## src/rtl/v74x139_pkg.sv

```systemverilog
// Shared constants and select-to-one-cold mapping for the 74x139 based decoder.
// Pure definitions; no timing or backpressure behaviour of its own.
package v74x139_pkg;

    localparam logic [3:0] Y_INACTIVE = 4'b1111;

    // 0->1110, 1->1101, 2->1011, 3->0111
    function automatic logic [3:0] one_cold(input logic [1:0] sel);
        return ~(4'b0001 << sel);
    endfunction

endpackage

```

## src/rtl/v74x139_half.sv

```systemverilog
// One 2-to-4 section of a 74x139: active-low enable, active-low outputs.
// Purely combinational (zero latency); no backpressure.
module v74x139_half
    import v74x139_pkg::*;
(
    input  logic       G_L,
    input  logic       A,
    input  logic       B,
    output logic [3:0] Y_L
);

    always_comb begin
        Y_L = Y_INACTIVE;
        if (!G_L) begin
            Y_L = one_cold({B, A});
        end
    end

endmodule

```

## src/rtl/v74x139_a_decoder.sv

```systemverilog
// 3-to-8 active-low decoder from both halves of a 74x139; C selects the bank.
// One cycle latency from sampled A/B/C to registered Y1/Y2; no backpressure.
module v74x139_a_decoder
    import v74x139_pkg::*;
(
    input  logic       clk,
    input  logic       rst,
    input  logic       A,
    input  logic       B,
    input  logic       C,
    output logic [3:0] Y1,
    output logic [3:0] Y2
);

    logic [3:0] y1_next;
    logic [3:0] y2_next;

    // C enables half 1 directly and half 2 through an inverter, so exactly one bank is live.
    v74x139_half u_half1 (
        .G_L (C),
        .A   (A),
        .B   (B),
        .Y_L (y1_next)
    );

    v74x139_half u_half2 (
        .G_L (~C),
        .A   (A),
        .B   (B),
        .Y_L (y2_next)
    );

    always_ff @(posedge clk) begin
        if (rst) begin
            Y1 <= Y_INACTIVE;
            Y2 <= Y_INACTIVE;
        end else begin
            Y1 <= y1_next;
            Y2 <= y2_next;
        end
    end

endmodule

```

## config.mk

```make
export PLATFORM = sky130hd
export DESIGN_NAME = v74x139_a_decoder
export DESIGN_NICKNAME = d
export VERILOG_FILES = /design/src/rtl/v74x139_pkg.sv /design/src/rtl/v74x139_half.sv /design/src/rtl/v74x139_a_decoder.sv
export SDC_FILE = /design/constraint.sdc
export NUM_CORES = 1
export LEC_CHECK = 0
export BUFFER_PORTS_ARGS = -buffer_cell sky130_fd_sc_hd__buf_2
export CAP_MARGIN = 15
export CORE_AREA = 2 2 39 41
export DETAILED_ROUTE_END_ITERATION = 8
export DIE_AREA = 0 0 41 43
export GPL_ROUTABILITY_DRIVEN = 1
export MAX_ROUTING_LAYER = met4
export REMOVE_ABC_BUFFERS = 1
export SYNTH_ARGS = -nofsm -noshare
export SYNTH_HDL_FRONTEND = slang
export SYNTH_SLANG_ARGS = --single-unit
```

## constraint.sdc

```tcl
create_clock -name clk -period 0.8 [get_ports clk]
set_input_delay 0 -clock clk [delete_from_list [all_inputs] [get_ports clk]]
set_output_delay 0 -clock clk [all_outputs]
set_load 0.01 [all_outputs]
```

======== Word-level counts from Yosys, hierarchy flattened ========
Index checks and enable logic that the tools add are counted.
cells by class
  $add $sub $neg .......................... 0
  multipliers ............................. 0
  divide/modulo/power cells ............... 0
  $lt $le $gt $ge ......................... 0
  eq/ne operators ......................... 0
  shift-type cells ........................ 1
  mux-type cells .......................... 0
  bitwise logic cells ..................... 2
  reductions and logical operators ........ 2
operators by type and width
  kind                   count
  $not A4 Y4             1
  $reduce_or A2 Y1       2
  $shl A1 B2 Y4 const A  1
  $not A1 Y1             1
storage, ports and cells
  register bits after elaboration ......... 8
  bits in latches ......................... 0
  RAM bits ................................ 0
  ROM bits ................................ 0
  output and inout port bits .............. 8
  memories ................................ 0

======== Longest topological paths before layout ========
  depth after elaboration ................. 2
  mapped depth ............................ 1
  mapped depth without buffers ............ 1

======== Modules after synthesis ========
A second synthesis with hierarchy kept.
second synthesis, totals
  cell total of the unflattened synthesis .. 25
  area total of the unflattened synthesis .. 276.5 um2
modules (own cells, without submodules)
  module             instances  cells each  area each (um2)
  v74x139_a_decoder  1          17          214.0
  v74x139_half       2          4           31.3

======== Worst setup path before layout ========
Ideal clock, no wire load.
  path kind ............................... input to register
  start ................................... input port rst
  end ..................................... register Y1[0]
  data arrival time ....................... 0.491 ns
  setup slack ............................. 0.175 ns
  cell stages on the path ................. 1
  cell sequence ........................... or4_1
between the ends
  longest elaborated chain between the ends .. 1
ends and longest elaborated chain
  item                        RTL line                 text
  start, declared             v74x139_a_decoder.sv:7   input logic rst,
  $reduce_or A2 Y1 (no line)  --
  end signal, assigned        v74x139_a_decoder.sv:38  Y1 <= y1_next;
  end, declared               v74x139_a_decoder.sv:11  output logic [3:0] Y1,
Every way passes these cells.
A chain may end at the register's enable or synchronous reset.

======== Worst setup path in the final report ========
  start ................................... register Y1[2]
  end ..................................... output port Y1[2]
No word-level cell between the ends.

==> impl_metrics.py <==
metrics = {
    "outcome": {
        "outcome": "finished, final reports clean",
    },
    "power": {
        "finalPower_w": 0.000751,
        "vdd_drop_max_mv": 0.951,
        "p_per_area_nw_per_um2": 2140,
        "cellLeakagePower_nw": 0.134,
    },
    "routing": {
        "drc": 0,
        "via_per_inst": 3.81,
        "wl_microns": 420,
        "first_pass_iters": 2,
        "wl_per_cell_microns": 8.75,
        "ant_nets": 0,
        "vias": 183,
        "detailedRoute.firstIterationViolations": 1,
    },
    "global_routing": {
        "antenna_found_initial": 0,
        "grt_use_total": 0.0568,
        "overflow": 0,
        "grt_pass1_vias": 162,
        "grt_pass1_wl_microns": 586,
        "grt_max_degree": 9,
    },
    "floorplan": {
        "io_pins": 13,
        "die_area_sq_um": 1760,
        "rows": 14,
        "die_w_microns": 41,
        "coreArea_sq_um": 1380,
        "start_util": 0.174,
        "die_h_microns": 43,
    },
    "final_layout": {
        "drive_gt1_frac": 0.500,
        "multi_input_comb_area_sq_um": 80.1,
        "nNetsFinal": 39,
        "fillCellCount": 151,
        "insertedDiodeCount": 0,
        "stdcell_area_sq_um": 350,
        "seqCellArea_sq_um": 160,
        "area_growth_pct": 45.8,
    },
    "timing": {
        "relSlewSlack": 0.924,
        "fin_crit_ns": 0.667,
        "rsz0062_at_grt": "no",
        "fmax_mhz": 1500,
        "setup-tns-final_ns": 0,
        "slew_viol_final": 0,
        "hold_violations": 0,
        "fin_crit_sh": 0.834,
        "tightest_slew_ns": 0.114,
        "finalSetupViolCount": 0,
    },
    "placed_design": {
        "gp_congestion": 0.601,
        "port_buffers": 12,
        "placed_area_sq_um": 328,
    },
    "logic_synthesis": {
        "postSynthCellCount": 16,
        "avgSynthCellArea_sq_um": 15.0,
        "yosys.cell_types.count": 5,
        "synth_common_cells": "dfxtp_1 (8), nand4bb_1 (3), or4b_1 (3)",
        "yosysMostFrequentCell": "dfxtp_1",
        "yosys.area.top_type": "dfxtp_1",
        "seq_area_frac_synth": 0.667,
        "async_flop_share": 0,
        "yosysWarnings": 0,
        "syn_area_sq_um": 240,
        "ys_ff_latch": 8,
        "netlist_top_cells_area": "dfxtp_1 (67%), nand4bb_1 (14%), or4b_1 (13%)",
        "synth_top_area_share": 0.667,
        "synth-edff-count": 0,
        "synth_flop_cell": "dfxtp_1",
    },
    "min_path": {
        "holdCritStartpoint": "rst",
        "holdPathStages": 2,
        "hold_class": "primary input to register",
        "min_to": "Y1[2]",
    },
    "critical_path": {
        "path_buf_inv": 1,
        "cp-end-kind": "output pin",
        "critical_path_required_ns": 0.80,
        "crit_arrival_ns": 0.67,
        "cp_top_family": "flip-flops",
        "crit_path_start_kind": "register",
        "crit_type": "register to output pin",
        "crit_chain": "buf_2",
        "slowest_delay_ns": 0.30,
        "worstPathMaxFanout": 1,
        "slowest_stage": "dfxtp_1",
    },
    "cts": {
        "cts.sinks": 8,
        "cts_max_path_buffers": 2,
        "cts.clk_slew.worst_paths_ns": 0.05,
        "cts.repair.resized": 0,
        "cts_buffers": 3,
        "cts_tree": "yes",
        "ctsHoldBuffers": 0,
        "cts-htree-levels": 1,
        "cts_root_buf": "clkbuf_4",
        "cts_setup_buffers": 0,
    },
    "flow_run": {
        "drv_cap": 0,
    },
}
==> flip-flops by register name, summed over array words and instances, names as in the netlist <==
register and count:
Y1 4, Y2 4
==> cell type report <==
class | instances | share of cell area
clock buffers | 3 | 0.0643
multi-input cells | 8 | 0.229
flip-flops and latches | 8 | 0.457
well taps | 16 | 0.0571
repair buffers | 13 | 0.193
==> cells by family after synthesis <==
| group | synth area share |
|---|---|
| and+or+nand+nor | 0.333 |
| DFF | 0.667 |
==> layout by cell type (no fill, tap or decap), drive strengths merged <==
cell type,count
buf,13
dfxtp,8
or4b,3
nand4bb,3
clkbuf,3
nand4b,1
or4,1
==> how the worst max path moves through the flow <==
| stage | start | endpoint | slack [ns] | cells after the start |
|---|---|---|---|---|
| global route | Y1[2] | Y1[2] | 0.1 | 1 |
| detailed placement | rst | Y1[0] | 0.03 | 2 |
| global placement | rst | Y1[0] | 0.02 | 2 |
| CTS | Y1[2] | Y1[2] | 0.12 | 1 |
| floorplan | rst | Y1[0] | 0.17 | 1 |
| finish | Y1[2] | Y1[2] | 0.13 | 1 |
==> power breakdown <==
part	internal, W	switching (W)
logic	0.0000284	0.0000288
clock network	0.000170	0.000111
registers	0.000410	0.00000219
==> per-layer routing <==
metal	up-vias	track usage	share of wire
met2	12	0.0656	0.30
li1	101	-	-
met5	-	-	0
met1	70	0.0489	0.53
met3	0	0.0681	0.17
met4	0	0.0400	0
==> stage by stage <==
step	util	setup slack (ns)	instances	hold slack, ns
3_5_place_dp	0.237	0.0284	45	0.256
4_1_cts	0.253	0.122	48	0.00472
5_1_grt	0.253	0.0972	48	0.0152
2_1_floorplan	-	0.175	16	0.0873
6_report	0.253	0.133	48	0.00938
3_3_place_gp	0.237	0.0197	45	0.251
No activity file was read; power rests on OpenSTA's default activity.
